`src/rtl/buzzer_arbiter_if.sv`:
```
// Request/response bundle between the sound requesters and the buzzer arbiter.
// master = requester side (drives enable/req), slave = arbiter side.
interface buzzer_arbiter_if #(
  parameter int N_REQ = 4
);
  localparam int ID_W = (N_REQ > 1) ? $clog2(N_REQ) : 1;

  logic             enable;
  logic [N_REQ-1:0] req;
  logic             buzzer_out;
  logic             busy;
  logic [N_REQ-1:0] grant;
  logic [ID_W-1:0]  active_id;

  modport master (
    output enable, req,
    input  buzzer_out, busy, grant, active_id
  );

  modport slave (
    input  enable, req,
    output buzzer_out, busy, grant, active_id
  );
endinterface

```
`src/rtl/buzzer_arbiter.sv`:
```
// Fixed-priority buzzer sharing: latches requests, plays one fixed-length square-wave
// tone per grant at the winner's pitch, then a silent gap; optional preemption.
module buzzer_arbiter #(
  parameter int                  N_REQ       = 4,
  parameter logic [20*N_REQ-1:0] HALF_TABLE  = {20'd37_922, 20'd47_778, 20'd50_619, 20'd56_818},
  parameter int                  TONE_CYCLES = 5_000_000,
  parameter int                  GAP_CYCLES  = 1_000_000,
  parameter bit                  PREEMPT     = 1'b1
) (
  input  logic               clk,
  input  logic               rst,
  buzzer_arbiter_if.slave    bus
);

  localparam int ID_W  = (N_REQ > 1) ? $clog2(N_REQ) : 1;
  localparam int DUR_W = (TONE_CYCLES > 1) ? $clog2(TONE_CYCLES) : 1;
  localparam int GAP_W = (GAP_CYCLES > 1) ? $clog2(GAP_CYCLES) : 1;
  localparam logic [DUR_W-1:0] DUR_LOAD = DUR_W'(TONE_CYCLES - 1);
  localparam logic [GAP_W-1:0] GAP_LOAD = (GAP_CYCLES > 0) ? GAP_W'(GAP_CYCLES - 1) : '0;

  typedef enum logic [1:0] {IDLE, PLAY, GAP} state_t;

  state_t           state_reg,   state_next;
  logic [N_REQ-1:0] pending_reg, pending_next;
  logic [19:0]      half_cnt_reg, half_cnt_next;
  logic [DUR_W-1:0] dur_cnt_reg, dur_cnt_next;
  logic [GAP_W-1:0] gap_cnt_reg, gap_cnt_next;
  logic             buzz_reg,    buzz_next;
  logic [N_REQ-1:0] grant_reg,   grant_next;
  logic [ID_W-1:0]  active_reg,  active_next;

  logic [19:0]      half_tab [N_REQ];
  logic [19:0]      half_sel;
  logic [ID_W-1:0]  winner;
  logic [N_REQ-1:0] winner_onehot;
  logic [N_REQ-1:0] above_mask;
  logic             preempt_hit;
  logic             do_grant;

  genvar gi;
  generate
    for (gi = 0; gi < N_REQ; gi++) begin : gen_tables
      assign half_tab[gi]      = HALF_TABLE[20*gi +: 20];
      assign winner_onehot[gi] = (winner == ID_W'(gi));
      // Requesters with strictly higher priority than the one now playing.
      assign above_mask[gi]    = (ID_W'(gi) < active_reg);
    end
  endgenerate

  assign half_sel    = half_tab[active_reg];
  assign preempt_hit = |(pending_reg & above_mask);

  always_comb begin
    winner = '0;
    for (int i = N_REQ - 1; i >= 0; i--) begin
      if (pending_reg[i]) winner = ID_W'(i);
    end
  end

  always_ff @(posedge clk or posedge rst) begin
    if (rst) begin
      state_reg    <= IDLE;
      pending_reg  <= '0;
      half_cnt_reg <= '0;
      dur_cnt_reg  <= '0;
      gap_cnt_reg  <= '0;
      buzz_reg     <= 1'b0;
      grant_reg    <= '0;
      active_reg   <= '0;
    end else begin
      state_reg    <= state_next;
      pending_reg  <= pending_next;
      half_cnt_reg <= half_cnt_next;
      dur_cnt_reg  <= dur_cnt_next;
      gap_cnt_reg  <= gap_cnt_next;
      buzz_reg     <= buzz_next;
      grant_reg    <= grant_next;
      active_reg   <= active_next;
    end
  end

  always_comb begin
    state_next    = state_reg;
    half_cnt_next = half_cnt_reg;
    dur_cnt_next  = dur_cnt_reg;
    gap_cnt_next  = gap_cnt_reg;
    buzz_next     = buzz_reg;
    grant_next    = '0;
    active_next   = active_reg;
    do_grant      = 1'b0;

    case (state_reg)
      IDLE: begin
        if (|pending_reg) do_grant = 1'b1;
      end
      PLAY: begin
        if (PREEMPT && preempt_hit) begin
          do_grant = 1'b1;
        end else begin
          if (half_cnt_reg == half_sel - 20'd1) begin
            buzz_next     = ~buzz_reg;
            half_cnt_next = '0;
          end else begin
            half_cnt_next = half_cnt_reg + 20'd1;
          end
          if (dur_cnt_reg == '0) begin
            buzz_next = 1'b0;
            if (GAP_CYCLES > 0) begin
              state_next   = GAP;
              gap_cnt_next = GAP_LOAD;
            end else begin
              state_next = IDLE;
            end
          end else begin
            dur_cnt_next = dur_cnt_reg - 1'b1;
          end
        end
      end
      GAP: begin
        buzz_next = 1'b0;
        if (gap_cnt_reg == '0) state_next = IDLE;
        else                   gap_cnt_next = gap_cnt_reg - 1'b1;
      end
      default: state_next = IDLE;
    endcase

    if (do_grant) begin
      state_next    = PLAY;
      active_next   = winner;
      grant_next    = winner_onehot;
      buzz_next     = 1'b1;
      half_cnt_next = '0;
      dur_cnt_next  = DUR_LOAD;
    end

    // A new request on the granting edge re-arms the bit, so set beats clear.
    pending_next = (pending_reg & ~grant_next) | (bus.req & {N_REQ{bus.enable}});

    if (!bus.enable) begin
      state_next   = IDLE;
      pending_next = '0;
      buzz_next    = 1'b0;
      grant_next   = '0;
      active_next  = active_reg;
    end
  end

  assign bus.buzzer_out = buzz_reg;
  assign bus.busy       = (state_reg != IDLE);
  assign bus.grant      = grant_reg;
  assign bus.active_id  = active_reg;

endmodule

```
`src/flat_wrapper.sv`:
```
// flat-port wrapper written by rule: the top's interface ports become plain ports
module buzzer_arbiter_flat 
#(
  parameter int                  N_REQ       = 4,
  parameter logic [20*N_REQ-1:0] HALF_TABLE  = {20'd37_922, 20'd47_778, 20'd50_619, 20'd56_818},
  parameter int                  TONE_CYCLES = 5_000_000,
  parameter int                  GAP_CYCLES  = 1_000_000,
  parameter bit                  PREEMPT     = 1'b1
)
  (clk, rst, bus_enable, bus_req, bus_buzzer_out, bus_busy, bus_grant, bus_active_id);
  buzzer_arbiter_if #(.N_REQ(N_REQ)) bus_i ();
  input  logic clk;
  input  logic rst;
  input wire logic [$bits(bus_i.enable)-1:0] bus_enable;
  input wire logic [$bits(bus_i.req)-1:0] bus_req;
  output wire logic [$bits(bus_i.buzzer_out)-1:0] bus_buzzer_out;
  output wire logic [$bits(bus_i.busy)-1:0] bus_busy;
  output wire logic [$bits(bus_i.grant)-1:0] bus_grant;
  output wire logic [$bits(bus_i.active_id)-1:0] bus_active_id;
  assign bus_i.enable = bus_enable;
  assign bus_i.req = bus_req;
  assign bus_buzzer_out = bus_i.buzzer_out;
  assign bus_busy = bus_i.busy;
  assign bus_grant = bus_i.grant;
  assign bus_active_id = bus_i.active_id;
  buzzer_arbiter #(.N_REQ(N_REQ), .HALF_TABLE(HALF_TABLE), .TONE_CYCLES(TONE_CYCLES), .GAP_CYCLES(GAP_CYCLES), .PREEMPT(PREEMPT)) u_core (.clk(clk), .rst(rst), .bus(bus_i));
endmodule
```
`config.mk`:
```
export PLATFORM = sky130hd
export DESIGN_NAME = buzzer_arbiter_flat
export DESIGN_NICKNAME = d
export VERILOG_FILES = /design/src/rtl/buzzer_arbiter_if.sv /design/src/rtl/buzzer_arbiter.sv /design/src/flat_wrapper.sv
export SDC_FILE = /design/constraint.sdc
export NUM_CORES = 1
export LEC_CHECK = 0
export CELL_PAD_IN_SITES_DETAIL_PLACEMENT = 0
export CELL_PAD_IN_SITES_GLOBAL_PLACEMENT = 1
export CORE_ASPECT_RATIO = 1.4
export CORE_MARGIN = 2
export CORE_UTILIZATION = 40
export DETAILED_ROUTE_END_ITERATION = 6
export GPL_TIMING_DRIVEN = 0
export PLACE_DENSITY_LB_ADDON = 0.1
export SLEW_MARGIN = 5
export SYNTH_ARGS = -nofsm -noshare
export SYNTH_HDL_FRONTEND = slang
export SYNTH_SLANG_ARGS = --single-unit
```
`constraint.sdc`:
```
create_clock -name clk -period 2.5 [get_ports clk]
set_input_delay 0.375 -clock clk [delete_from_list [all_inputs] [get_ports clk]]
set_output_delay 0.375 -clock clk [all_outputs]
set_load 0.01 [all_outputs]
```
==> results.ini, run 1 <==
[detailed_routing]
drc = 0
drt_wl_total_microns = 9500
ant_nets = 0
drtIter0Drc = 117
avgRoutedWirePerCell_microns = 15.8
drtPass1Iterations = 4
num_vias = 3238
viasPerCell = 5.40

[sta]
rsz0062_at_grt = false
fin_crit_sh = 0.950
min_period_ns = 2.38
finClkSkew_ns = 0.00619
setup_ws_ns = 0.124
holdWs_ns = 0.380
final-hold-violation-count = 0
maxSlewHeadroom = 0.415
max_freq_mhz = 421
setup_viol = 0
tightest_slew_ns = 0.870
finalMaxSlewViolations = 0

[clocking]
cts_tree = yes
clk_latency_ns = 0.34
holdBufCountCts = 0
cts.sinks = 76
clk_pin_slew_ns = 0.06
cts_max_path_buffers = 2
root_buffer = clkbuf_16
cts-buffers-inserted = 9
htreeDepth = 3

[finish]
drive_above_1_share = 0.149
largest_reg_flops = 23
final_common_cell = dfrtp_1
layout.cells.most_common_list = 76 x dfrtp_1, 53 x nor2_1, 39 x nand2_1
post-route-util = 0.479
num_antenna_cells = 0
nets = 469
areaGrowthSynthToFinish_pct = 18.0
postLayoutCellArea_sq_um = 4930

[global_routing]
overflow = 0
grt_antenna_before_repair = 0
grt_use_total = 0.184
grt_pass1_wl_microns = 16600
grt_max_degree = 51
grt_pass1_vias = 3308

[placed_design]
dp_hpwl_microns = 6660
placed_area_sq_um = 4530
port_buffers = 14
gp_congestion = 0.811
dp_slack_ns = -0.0975

[critical_path]
cpLargestDelayFamily = simple AND/OR/NAND/NOR gates
worstSetupPathDepth = 8
cp-start-kind = flip-flop
worstPathBufferInverterCount = 2
critical_path_class = flip-flop to flip-flop
rr_worst_depth = 8
worstPathRequired_ns = 2.72
end_kind = flip-flop
worstPathCellList = nor4bb_2 -> nand4b_1 -> a2111oi_4 -> a21o_1 -> and2_1 -> buf_2 -> buf_4 -> nor2_1
arrival_ns = 2.60
path_max_fanout = 10
slowest_delay_ns = 0.43
cpMaxStageDelayCell = a2111oi_4
r2r_slack_ns = 0.12

[yosys]
synth_area_sq_um = 4180
synth_xor_area_frac = 0.0901
synth-compound-area-share = 0.132
avgSynthCellArea_sq_um = 9.76
synth.mux.area_fraction = 0.0105
synth_adder_area_share = 0.0150
synthCells = 428
synth_flop_cell = dfrtp_1
synth-edff-count = 0
async_flop_share = 1.00
yosys.area_share.simple = 0.268
synth_top_family_by_area = simple AND/OR/NAND/NOR gates
synthDistinctLibCells = 73
yosys_register_bits = 76
yosys_warnings = 0
synth_nets = 440
ys_seq_area_frac = 0.455

[power]
power_density_nw_per_um2 = 713
max-vdd-ir-drop_uv = 327
leakage_nw = 1.98

[floorplan]
die_x_microns = 90.4
start_util = 0.406
ios = 15
coreArea_sq_um = 10300
fp.dieH_microns = 125
fp.dieArea_sq_um = 11300
rows = 44

[min_path]
min_path_type = input pin to async pin

[job]
maxCapViolations = 0

[status]
status = finished clean

-- where the power goes --
part / switching (mW) / total [mW] / leakage, nW / internal (mW)
Clock: 0.515 / 1.49 / 0.155 / 0.975
Combinational: 0.375 / 0.633 / 0.874 / 0.259
Sequential: 0.0898 / 1.39 / 0.949 / 1.30
Total: 0.980 / 3.52 / 1.98 / 2.54
-- cell families (layout without fill, tap and decap cells) --
group / after synthesis / in the layout
DFF: 76 / 76
xor gates and xnor gates: 43 / 43
and+or+nand+nor: 204 / 204
adders and majority gates: 5 / 5
buffers and inverters: 24 / 58
muxes: 4 / 4
AOI/OAI and AO/OA: 72 / 72
-- Yosys cell counts (all sizes together) (2+ instances only) --
cell     instances  area (sq um)
nand3           19           100
o211ai           2          28.8
nand3b           2          15.0
nor2b            4          25.0
nor3b            2          15.0
a21oi           19          98.9
and3             7          43.8
buf              9          53.8
nor4bb           2          20.0
xnor2           13           114
or4              8          72.6
a22o             2          17.5
nor3            16          85.1
nand2b           6          37.5
nand2           40           158
and4             2          20.0
o21ai           17           100
a21o             5          37.5
a211oi           3          40.0
xor2            30           263
nor2            54           210
or4b             2          20.0
inv              9          33.8
nor4b            2          17.5
o41ai            2          17.5
or3              8          63.8
dfrtp           76          1900
o21a             4          30.0
a21boi           2          15.0
a2111oi          3          45.0
clkbuf           6          32.5
ha               5          62.6
nand4           15           109
and2             4          25.0
o211a            2          20.0
nand4b           2          17.5
mux2             3          33.8
nor4             7          50.1
-- through the flow --
stage,cells,power [mW],setup TNS (ns)
floorplan,428,1.82,0
global placement,580,2.02,-92.67
detailed placement,581,2.04,-0.935
CTS,597,3.55,0
global route,600,3.70,0
finish,600,3.52,0
-- area by class of cell --
type | instances | area (sq um)
fill | 1019 | 5370
multi-input combinational | 328 | 2190
timing repair buffer | 19 | 198
buffer | 14 | 85.1
inverter | 9 | 36.3
sequential | 76 | 1900
tap | 138 | 173
clock buffer | 10 | 229
clock inverter | 6 | 113
-- layer usage --
| layer | up-vias | GRT usage | routed length (microns) |
|---|---|---|---|
| met1 | 1598 | 0.224 | 4190 |
| met5 | - | 0 | 0 |
| met3 | 14 | 0.0296 | 198 |
| met2 | 41 | 0.322 | 4920 |
| li1 | 1585 | - | - |
| met4 | 0 | 0.0787 | 182 |
-- final timing paths --
path,startpoint,to
max,u_core.half_cnt_reg[18]$_DFFE_PP0P_,u_core.half_cnt_reg[14]$_DFFE_PP0P_
min,rst,u_core.gap_cnt_reg[0]$_DFFE_PP0P_
max reg2reg,u_core.half_cnt_reg[18]$_DFFE_PP0P_,u_core.half_cnt_reg[14]$_DFFE_PP0P_
min reg2reg,u_core.dur_cnt_reg[22]$_DFFE_PP0P_,u_core.dur_cnt_reg[22]$_DFFE_PP0P_
max in group asynchronous,rst,u_core.dur_cnt_reg[15]$_DFFE_PP0P_
min in group clk,u_core.dur_cnt_reg[22]$_DFFE_PP0P_,u_core.dur_cnt_reg[22]$_DFFE_PP0P_
-- what timing repair did --
action                                  4_1_cts  5_1_grt
gates resized for setup                       2        7
endpoints found under the setup margin       11       29
setup buffers                                 1        3
pin swaps                                     1        2
No activity file was read; power rests on OpenSTA's default activity.
==> run 2: changes to the inputs <==
==> constraint.sdc (replaced) <==
create_clock -name clk -period 2.3 [get_ports clk]
set_input_delay 0.345 -clock clk [delete_from_list [all_inputs] [get_ports clk]]
set_output_delay 0.345 -clock clk [all_outputs]
set_load 0.01 [all_outputs]
==> results.ini, run 2 (synthesis gave the netlist of run 1 again) <==
[detailed_routing]
avgRoutedWirePerCell_microns = 15.8
drc = 0
drtPass1Iterations = 4
drt_wl_total_microns = 9720
num_vias = 3266
ant_nets = 0
drtIter0Drc = 124
viasPerCell = 5.32

[clocking]
root_buffer = clkbuf_16
clk_pin_slew_ns = 0.06
cts-buffers-inserted = 9
clk_latency_ns = 0.34
cts_max_path_buffers = 2
cts.sinks = 76
cts_tree = yes
htreeDepth = 3

[sta]
final-hold-violation-count = 0
maxSlewHeadroom = 0.604
tightest_slew_ns = 0.589
fin_crit_sh = 0.964
fin_setup_tns_ns = 0
finalMaxSlewViolations = 0
max_freq_mhz = 451
finClkSkew_ns = 0.00719
holdWs_ns = 0.347
setup_viol = 0
min_period_ns = 2.22

[power]
pwr-share-clk = 0.412
intPower_mw = 2.84
max-vdd-ir-drop_uv = 364
netSwitchingPower_mw = 1.10
leakage_nw = 2.11
combPwrFrac = 0.204
power_density_nw_per_um2 = 761
p_seq_frac = 0.383
power.total_mw = 3.94
swShare = 0.279

[finish]
layout.cells.most_common_list = 74 x dfrtp_1, 53 x nor2_1, 39 x nand2_1
largest_reg_flops = 23
fin_cells = 614
num_antenna_cells = 0
postLayoutCellArea_sq_um = 5170
nets = 483
final_common_cell = dfrtp_1
areaGrowthSynthToFinish_pct = 23.7
n_fill_cell = 1011
drive_above_1_share = 0.200

[floorplan]
die_x_microns = 90.4
fp.dieArea_sq_um = 11300
fp.dieH_microns = 125
start_util = 0.406
rows = 44
coreArea_sq_um = 10300
ios = 15

[critical_path]
r2r_slack_ns = 0.08
arrival_ns = 2.49
worstPathRequired_ns = 2.57
critical_path_class = flip-flop to flip-flop
end_kind = flip-flop
slowest_delay_ns = 0.56
path_max_fanout = 4
cp-start-kind = flip-flop
rr_worst_depth = 8
cpLargestDelayFamily = simple AND/OR/NAND/NOR gates
worstPathCellList = inv_1 -> ha_4 -> nor3b_4 -> and4_4 -> a211oi_4 -> nand4_1 -> or4b_4 -> a21oi_2
worstSetupPathDepth = 8
cpMaxStageDelayCell = or4b_4
worstPathBufferInverterCount = 1

[placed_design]
dp_hpwl_microns = 6660
placedCellCount = 581
port_buffers = 14
gp_congestion = 0.811
placed_area_sq_um = 4530

[global_routing]
grt_pass1_vias = 3338
grt_max_degree = 51
grt_pass1_wl_microns = 16700
overflow = 0
grt_antenna_before_repair = 0
grt_use_total = 0.186

[job]
maxCapViolations = 0

[status]
status = finished clean

[min_path]
min_path_type = input pin to async pin

run 2: final timing paths:
check | startpoint | to
max in group asynchronous | rst | u_core.bus.active_id[0]$_DFFE_PP0P_
max reg2reg | u_core.dur_cnt_reg[1]$_DFFE_PP0P_ | u_core.dur_cnt_reg[17]$_DFFE_PP0P_
min reg2reg | u_core.gap_cnt_reg[0]$_DFFE_PP0P_ | u_core.gap_cnt_reg[0]$_DFFE_PP0P_
max | u_core.dur_cnt_reg[1]$_DFFE_PP0P_ | u_core.dur_cnt_reg[17]$_DFFE_PP0P_
min | rst | u_core.gap_cnt_reg[0]$_DFFE_PP0P_
min in group clk | u_core.gap_cnt_reg[0]$_DFFE_PP0P_ | u_core.gap_cnt_reg[0]$_DFFE_PP0P_
run 2: worst reg2reg max path, cell delays in order (launching register included):
cell and delay, ns:
dfrtp_1 0.35, inv_1 0.08, ha_4 0.16, nor3b_4 0.14, and4_4 0.22, a211oi_4 0.32, nand4_1 0.20, or4b_4 0.57
a21oi_2 0.12
run 2: power by group through the flow:
| stage | sequential (mW) | combinational (mW) | clock (mW) |
|---|---|---|---|
| after global placement | 1.52 | 0.681 | 0 |
| after detailed placement | 1.52 | 0.700 | 0 |
| after CTS | 1.51 | 0.721 | 1.66 |
| final | 1.51 | 0.805 | 1.62 |
| after global routing | 1.52 | 0.895 | 1.72 |
| after floorplan | 1.51 | 0.467 | 0 |
run 2: metal layers:
metal | global-route usage | routed length [microns] | vias up
met3 | 0.0296 | 170 | 17
met1 | 0.227 | 4300 | 1609
li1 | - | - | 1614
met4 | 0.0805 | 246 | 0
met2 | 0.324 | 5010 | 26
met5 | 0 | 0 | -
run 2: final cells by class:
type	instances	area (sq um)	area share
plain buffers	13	92.6	0.0179
inverters	9	36.3	0.00702
clock inverters	6	113	0.0218
repair buffers	34	335	0.0649
flip-flops and latches	76	1900	0.368
clock buffers	10	229	0.0443
multi-input cells	328	2290	0.442
well taps	138	173	0.0334
run 2: stage by stage:
step	setup WS, ns	utilization
floorplan	0.0167	-
global placement	-1.38	0.436
detailed placement	-0.298	0.440
CTS	0.000565	0.481
global route	-0.0150	0.502
finish	0.0835	0.502
run 2: what timing repair did:
action / 4_1_cts / 5_1_grt
endpoints found under the setup margin: 38 / 40
pin swaps: 7 / 8
hold endpoints to repair: 0 / 0
resized for setup: 6 / 28
buffers inserted: 6 / 13
hold buffers: 0 / 0
